==> config.mk <==
export PLATFORM = sky130hd
export DESIGN_NAME = rshift_seq
export DESIGN_NICKNAME = d
export VERILOG_FILES = /design/src/rtl/rshift_seq.sv
export SDC_FILE = /design/constraint.sdc
export NUM_CORES = 1
export LEC_CHECK = 0
export ABC_AREA = 1
export BUFFER_PORTS_ARGS = -buffer_cell sky130_fd_sc_hd__buf_2
export CELL_PAD_IN_SITES_DETAIL_PLACEMENT = 0
export CELL_PAD_IN_SITES_GLOBAL_PLACEMENT = 1
export CORE_MARGIN = 1.5
export CORE_UTILIZATION = 41
export DETAILED_ROUTE_END_ITERATION = 8
export PLACE_DENSITY = 0.83
export SKIP_CTS_REPAIR_TIMING = 1
export SLEW_MARGIN = 20
export SYNTH_ARGS = -nofsm -noshare
export SYNTH_HDL_FRONTEND = slang
export SYNTH_SLANG_ARGS = --single-unit
==> constraint.sdc <==
create_clock -name clock -period 2.8 [get_ports clock]
set_clock_uncertainty 0.2 [all_clocks]
set_input_delay 0.42 -clock clock [delete_from_list [all_inputs] [get_ports clock]]
set_output_delay 0.42 -clock clock [all_outputs]
set_load 0.05 [all_outputs]
==> src/rtl/rshift_seq.sv <==
// ---------------------------------------------------------------------------
// rshift_seq -- multi-cycle right shifter (SRL / SRA, optional rotate-right)
//
// Resolves one shift-amount bit per clock, MSB first. A request is accepted
// in IDLE (or in DONE while the result is being consumed). It then spends
// SHAMT_W clocks in SHIFT and presents the result in DONE until the consumer
// takes it. Latency is fixed and does not depend on the shift distance.
//
// Handshake (both sides): a transfer happens on a rising clock edge where
// valid and ready are both high. The producer holds its data and valid
// until that edge. Ready may depend combinationally on the peer's ready
// (in_ready follows out_ready while in DONE), but never on in_valid.
//
// Optional feature: define RSHIFT_ROTATE_EN to add the `rotate` input.
// rotate=1 selects rotate-right and takes priority over arith.
//
// Ports
//   clock      in   1        rising-edge clock
//   reset      in   1        asynchronous, active-high reset
//   in_valid   in   1        request present on operand/shift_amt/arith
//   in_ready   out  1        request can be accepted this cycle
//   operand    in   WIDTH    value to shift
//   shift_amt  in   SHAMT_W  shift distance, 0..WIDTH-1
//   arith      in   1        1 = sign fill, 0 = zero fill
//   rotate     in   1        (RSHIFT_ROTATE_EN only) 1 = rotate-right
//   out_valid  out  1        result holds a completed shift
//   out_ready  in   1        consumer takes result this cycle
//   result     out  WIDTH    shifted value, held until next completion/reset
//   busy       out  1        high while in SHIFT
//   dbg_state  out  2        current FSM state (0=IDLE, 1=SHIFT, 2=DONE)
// ---------------------------------------------------------------------------
module rshift_seq #(
    parameter int WIDTH   = 32,
    parameter int SHAMT_W = 5
) (
    input  logic               clock,
    input  logic               reset,
    input  logic               in_valid,
    output logic               in_ready,
    input  logic [WIDTH-1:0]   operand,
    input  logic [SHAMT_W-1:0] shift_amt,
    input  logic               arith,
`ifdef RSHIFT_ROTATE_EN
    input  logic               rotate,
`endif
    output logic               out_valid,
    input  logic               out_ready,
    output logic [WIDTH-1:0]   result,
    output logic               busy,
    output logic [1:0]         dbg_state
);

    // Stage counter only needs to reach SHAMT_W-1.
    localparam int K_W = (SHAMT_W > 1) ? $clog2(SHAMT_W) : 1;
    localparam logic [K_W-1:0]   K_LAST  = K_W'(SHAMT_W - 1);
    localparam logic [SHAMT_W:0] WIDTH_L = (SHAMT_W + 1)'(WIDTH);

    typedef enum logic [1:0] {
        IDLE  = 2'd0,
        SHIFT = 2'd1,
        DONE  = 2'd2
    } state_t;

    state_t             state_q;
    logic [WIDTH-1:0]   acc_q;
    logic [WIDTH-1:0]   acc_d;
    logic [SHAMT_W-1:0] amt_q;
    logic               mode_q;
    logic [K_W-1:0]     k_q;
    logic [WIDTH-1:0]   result_q;
    logic               out_valid_q;
    logic               busy_q;
    logic               accept;
`ifdef RSHIFT_ROTATE_EN
    logic               rot_q;
    logic [SHAMT_W:0]   back;
`endif

    logic [SHAMT_W-1:0] step;
    logic [WIDTH-1:0]   shr;
    logic [WIDTH-1:0]   sra;
    logic [WIDTH-1:0]   shifted;

    // in_ready is the only combinational output: in DONE a new request can
    // be taken on the same edge that the current result is consumed.
    always_comb begin
        in_ready = 1'b0;
        case (state_q)
            IDLE:    in_ready = 1'b1;
            SHIFT:   in_ready = 1'b0;
            DONE:    in_ready = out_ready;
            default: in_ready = 1'b0;
        endcase
    end

    assign accept = in_valid && in_ready;

    // One stage of the barrel: distance 2^k, applied only if amt[k] is set.
    // For SRA the fill comes from acc's MSB, which still holds the original
    // sign because every earlier stage also sign-filled.
    always_comb begin
        step    = SHAMT_W'(1) << k_q;
        shr     = acc_q >> step;
        sra     = $signed(acc_q) >>> step;
        shifted = mode_q ? sra : shr;
`ifdef RSHIFT_ROTATE_EN
        // step >= 1, so back stays below WIDTH and the left shift is legal.
        back = WIDTH_L - {1'b0, step};
        if (rot_q) begin
            shifted = shr | (acc_q << back);
        end
`endif
        acc_d = amt_q[k_q] ? shifted : acc_q;
    end

    always_ff @(posedge clock or posedge reset) begin
        if (reset) begin
            state_q     <= IDLE;
            acc_q       <= '0;
            amt_q       <= '0;
            mode_q      <= 1'b0;
            k_q         <= '0;
            result_q    <= '0;
            out_valid_q <= 1'b0;
            busy_q      <= 1'b0;
`ifdef RSHIFT_ROTATE_EN
            rot_q       <= 1'b0;
`endif
        end else if (accept) begin
            // Covers IDLE and DONE-with-consume: inputs are sampled only here.
            acc_q       <= operand;
            amt_q       <= shift_amt;
            mode_q      <= arith;
`ifdef RSHIFT_ROTATE_EN
            rot_q       <= rotate;
`endif
            k_q         <= K_LAST;
            out_valid_q <= 1'b0;
            busy_q      <= 1'b1;
            state_q     <= SHIFT;
        end else begin
            case (state_q)
                IDLE: begin
                    state_q <= IDLE;
                end
                SHIFT: begin
                    acc_q <= acc_d;
                    if (k_q == '0) begin
                        result_q    <= acc_d;
                        out_valid_q <= 1'b1;
                        busy_q      <= 1'b0;
                        state_q     <= DONE;
                    end else begin
                        k_q <= k_q - 1'b1;
                    end
                end
                DONE: begin
                    if (out_ready) begin
                        out_valid_q <= 1'b0;
                        state_q     <= IDLE;
                    end
                end
                default: begin
                    out_valid_q <= 1'b0;
                    busy_q      <= 1'b0;
                    state_q     <= IDLE;
                end
            endcase
        end
    end

    assign out_valid = out_valid_q;
    assign result    = result_q;
    assign busy      = busy_q;
    assign dbg_state = state_q;

endmodule
==> results of run 1 <==
-- synthesized netlist by cell type (3+ instances only) --
library cell | number | area share
nor2_1 | 23 | 0.015
a21oi_1 | 18 | 0.015
buf_2 | 11 | 0.0092
nand2_4 | 3 | 0.0057
o211ai_1 | 5 | 0.0063
buf_6 | 4 | 0.0076
inv_2 | 6 | 0.0038
nand3_1 | 217 | 0.18
dfrtp_1 | 77 | 0.32
inv_1 | 75 | 0.047
clkbuf_1 | 30 | 0.019
ha_1 | 5 | 0.011
nand4_1 | 17 | 0.018
o21ai_1 | 9 | 0.0076
o21ai_0 | 44 | 0.037
nand2_2 | 3 | 0.0032
buf_4 | 5 | 0.0063
buf_1 | 4 | 0.0025
nand2_1 | 402 | 0.25
-- per-stage QoR --
step | cells | utilization | hold WS, ns | cell area [sq um] | setup slack (ns)
global route | 1243 | 0.496 | 0.0959 | 6960 | 0.0132
floorplan | 980 | - | 0.280 | 5950 | 0.213
CTS | 1242 | 0.494 | -0.0356 | 6940 | 0.0268
detailed placement | 1226 | 0.475 | 0.259 | 6670 | 0.0554
finish | 1243 | 0.496 | 0.102 | 6960 | 0.204
global placement | 1226 | 0.475 | 0.260 | 6670 | 0.0851
-- logic make-up after synthesis --
group           after synthesis  synth area share
compound gates               85            0.0771
fa+ha+maj                     5            0.0105
buf+inv                     139            0.0990
flops                        77             0.324
mux                           1           0.00189
simple gates                673             0.488
-- worst paths after layout --
path                         endpoint  cells after the start
max                          acc_q[8]                     13
min                          amt_q[4]                      2
max reg2reg                  acc_q[8]                     13
min reg2reg                result[26]                      2
max in group asynchronous   acc_q[26]                      4
min in group asynchronous  result[17]                      4
-- worst max-delay path, stage by stage (launching register included) --
cell and delay, ns:
dfrtp_1 0.39, inv_1 0.15, ha_1 0.25, nand2_4 0.15
inv_4 0.09, buf_4 0.19, nand3_1 0.09, nand3_1 0.09
nand3_1 0.20, o21ai_0 0.21, o21ai_1 0.24, nand2_1 0.11
nand2_1 0.07, nand2_1 0.05
-- sequential cells by signal, summed over array words and instances (netlist names) --
signal and cells:
mode_q 1, amt_q 5, acc_q 32, result 32, dbg_state 2, busy 1, k_q 3, out_valid 1
-- cell type report --
class                           instances  area share
Timing Repair Buffer                  121       0.109
Clock inverter                          5     0.00521
Clock buffer                           11      0.0334
Tap cell                              180      0.0323
Sequential cell                        77       0.277
Multi-Input combinational cell        764       0.497
Inverter                               85      0.0467
-- metal layers --
| metal | up-vias | wire length, um | global-route usage |
|---|---|---|---|
| met1 | 3220 | 10200 | 0.416 |
| met2 | 239 | 10500 | 0.501 |
| met5 | - | 0 | 0 |
| li1 | 3334 | - | - |
| met4 | 0 | 497 | 0.103 |
| met3 | 31 | 1250 | 0.0507 |
==> impl_metrics.ini, run 1 <==
[sta]
period_minus_slack_ns = 2.60
worstMarginPinSlew_ns = 0.481
rsz0062_at_grt = false
fmax_ghz = 0.385
timing.final.crit_share = 0.927
tns_ns = 0
finalHoldViolations = 0
max_slew_margin = 0.678
slew_violations = 0
finalSetupViolCount = 0

[detailed_routing]
drc = 0
drtIter0Drc = 535
final_antenna_net_count = 0
routed_via_density = 5.49
detail_route.wl_per_cell_um = 18.1
detailroute.via_count = 6824
drt_first_pass_iters = 6
routed_wl_um = 22400

[floorplan]
io_pins = 79
initial_utilization = 0.424
dieArea_sq_um = 15300
die_h_um = 124
die_w_um = 124
fp.coreArea_sq_um = 14000
rows = 43

[setup_path]
end_kind = flop
required_ns = 2.85
critPathArrivalTime_ns = 2.64
critPathKind = flop to flop
start_kind = flop
worstSetupStartpoint = k_q[1]
r2r_start = k_q[1]
cp_max_fo = 12
regToRegSetupSlack_ns = 0.20

[grt]
grt_usage = 0.308
grt_pass1_wl_um = 35000
antenna_found_initial = 0
grt_pass1_vias = 6204
grt_max_degree = 78
overflow = 0

[synthesis]
netlist_area_sq_um = 5950
async_flop_share = 1.00
synth_edf_count = 0
avgSynthCellArea_sq_um = 6.07
ys_seq_elements = 77
syn-num-nets = 1027
ys_warn_count = 0
ys_seq_area_frac = 0.324
synth_top_flop_cell = dfrtp_1
yosysUniqueCellTypes = 34
syn_inst = 980

[clock_tree]
cts_made_buffers = 9
htreeDepth = 3
ctsRootBufferMaster = clkbuf_16
cts_tree = yes
numClockSinks = 77
clockBufferDepth = 2
clk_pin_slew_ns = 0.06
clock_latency_ns = 0.35

[layout]
layout_common_cells = nand2_1, nand3_1, buf_2
layout-drive-gt1-share = 0.150
n_fill_cell = 1535
multi_input_area_sq_um = 3460
regArea_sq_um = 1930
mostFrequentLayoutCell = nand2_1
syn2layout_area_growth_pct = 17.0
nNetsFinal = 1105
antenna_cells = 0

[placed_design]
hpwl_um = 16700
gp_congestion = 1.03
port-buffer-count = 78

[run_status]
run_status = completed

[min_path]
hold_path_startpoint = shift_amt[4]
hold_path_class = primary input to flop

[flow_run]
max-cap-violations = 0
Power of run 1 is not shown: default switching activity piles up to over one toggle a cycle in this logic, so the estimate is an artifact.
==> run 2: changes to the inputs <==
CORE_ASPECT_RATIO = 0.7   (was unset)
==> run 2 against run 1 <==
Effect of this change:
- non-clock buffer count decreased by 2
- sequential share of layout area is 0.40 points lower
- critical path depth rose by 1
- setup slack improved by 0.0068 ns
- global-route usage decreased by 0.13 points
- first-iteration DRC count grew 62%
- die area is essentially flat
- count of clock-buffer cells in the layout is the same
- critical path type unchanged
==> impl_metrics.ini, run 2 (synthesis gave the netlist of run 1 again) <==
[run_status]
run_status = completed

[floorplan]
io_pins = 79
initial_utilization = 0.424
die_w_um = 147
fp.coreArea_sq_um = 14100
rows = 36
dieArea_sq_um = 15300
die_h_um = 104

[layout]
fin_area_sq_um = 7060
antenna_cells = 0
syn2layout_area_growth_pct = 18.7
layout-drive-gt1-share = 0.150
nNetsFinal = 1103
layout_common_cells = nand2_1, nand3_1, buf_2
mostFrequentLayoutCell = nand2_1

[min_path]
hold_path_class = primary input to flop
min_to = amt_q[4]
hold_depth = 2
hold_path_startpoint = shift_amt[4]

[sta]
fmax_ghz = 0.386
worstMarginPinSlew_ns = 0.665
finalHoldViolations = 0
finalSetupViolCount = 0
max_slew_margin = 0.556
period_minus_slack_ns = 2.59
slew_violations = 0
rsz0062_at_grt = false
tns_ns = 0
timing.final.crit_share = 0.925

[detailed_routing]
routed_wl_um = 23000
detail_route.wl_per_cell_um = 18.4
drt_first_pass_iters = 5
final_antenna_net_count = 0
routed_via_density = 5.50
drtIter0Drc = 867
drc = 0
detailroute.via_count = 6886

[placed_design]
hpwl_um = 17100
placed_cell_area_sq_um = 6660
port-buffer-count = 78
gp_congestion = 1.02

[clock_tree]
clock_latency_ns = 0.35
cts_tree = yes
ctsRootBufferMaster = clkbuf_16
clk_pin_slew_ns = 0.06
clockBufferDepth = 2
htreeDepth = 3
numClockSinks = 77
cts_made_buffers = 9

[flow_run]
max-cap-violations = 0

[grt]
antenna_found_initial = 0
grt_max_degree = 50
grt_pass1_wl_um = 36100
grt_pass1_vias = 6215
grt_usage = 0.307
overflow = 0

[setup_path]
cp_max_fo = 13
required_ns = 2.84
end_kind = flop
critPathKind = flop to flop
r2r_start = k_q[1]
ff2ff_path_depth = 14
timing.rr.end = acc_q[9]
critPathArrivalTime_ns = 2.63
regToRegSetupSlack_ns = 0.21
start_kind = flop
==> run 2: cell count changes in the layout (fill, tap and decap cells not counted), sizes merged <==
cell,change
buf,-2
clkinvlp,-3
bufinv,+2
inv,-1
clkinv,+2
==> run 2: final cells by class <==
class / count / area (sq um)
inverter: 85 / 335
fill: 1514 / 6990
clock inverter: 5 / 82.6
tap: 190 / 238
sequential: 77 / 1930
multi-input combinational: 764 / 3460
clock buffer: 11 / 243
timing repair buffer: 119 / 783
==> run 2: per-stage QoR <==
step                worst slack, ns  hold slack, ns  cells  utilization
floorplan                     0.213           0.280    980            -
global placement              0.167           0.258   1231        0.474
detailed placement            0.175           0.260   1231        0.474
CTS                           0.151         -0.0976   1247        0.497
global route                0.00784           0.108   1251        0.503
finish                        0.210           0.108   1251        0.503
==> run 2: worst max path at each step <==
stage,from,to,slack (ns),depth (start not counted)
floorplan,reset,acc_q[0],0.21,1
global placement,k_q[1],result[7],0.17,13
detailed placement,k_q[1],acc_q[9],0.18,14
CTS,k_q[1],acc_q[14],0.15,12
global route,k_q[1],acc_q[9],0.008,15
finish,k_q[1],acc_q[9],0.21,14
==> run 2: layer usage <==
layer,GRT usage,vias to the layer above,wire length [um]
li1,-,3323,-
met1,0.468,3197,11100
met2,0.437,334,9500
met3,0.0674,32,2010
met4,0.0664,0,363
met5,0,-,0
==> run 2: critical path: stages (launching register included) <==
cell and delay [ns]:
dfrtp_1 0.41, inv_1 0.20, ha_1 0.23, nand2_4 0.17, buf_4 0.19, nand3_1 0.16, nand2_1 0.14, nand2_1 0.09
nand2_1 0.08, nand2_1 0.06, nand2_1 0.12, nand2_1 0.12, nand3_1 0.13, nand3_1 0.10, nand2_1 0.06
Power of run 2 is left out for the same reason.
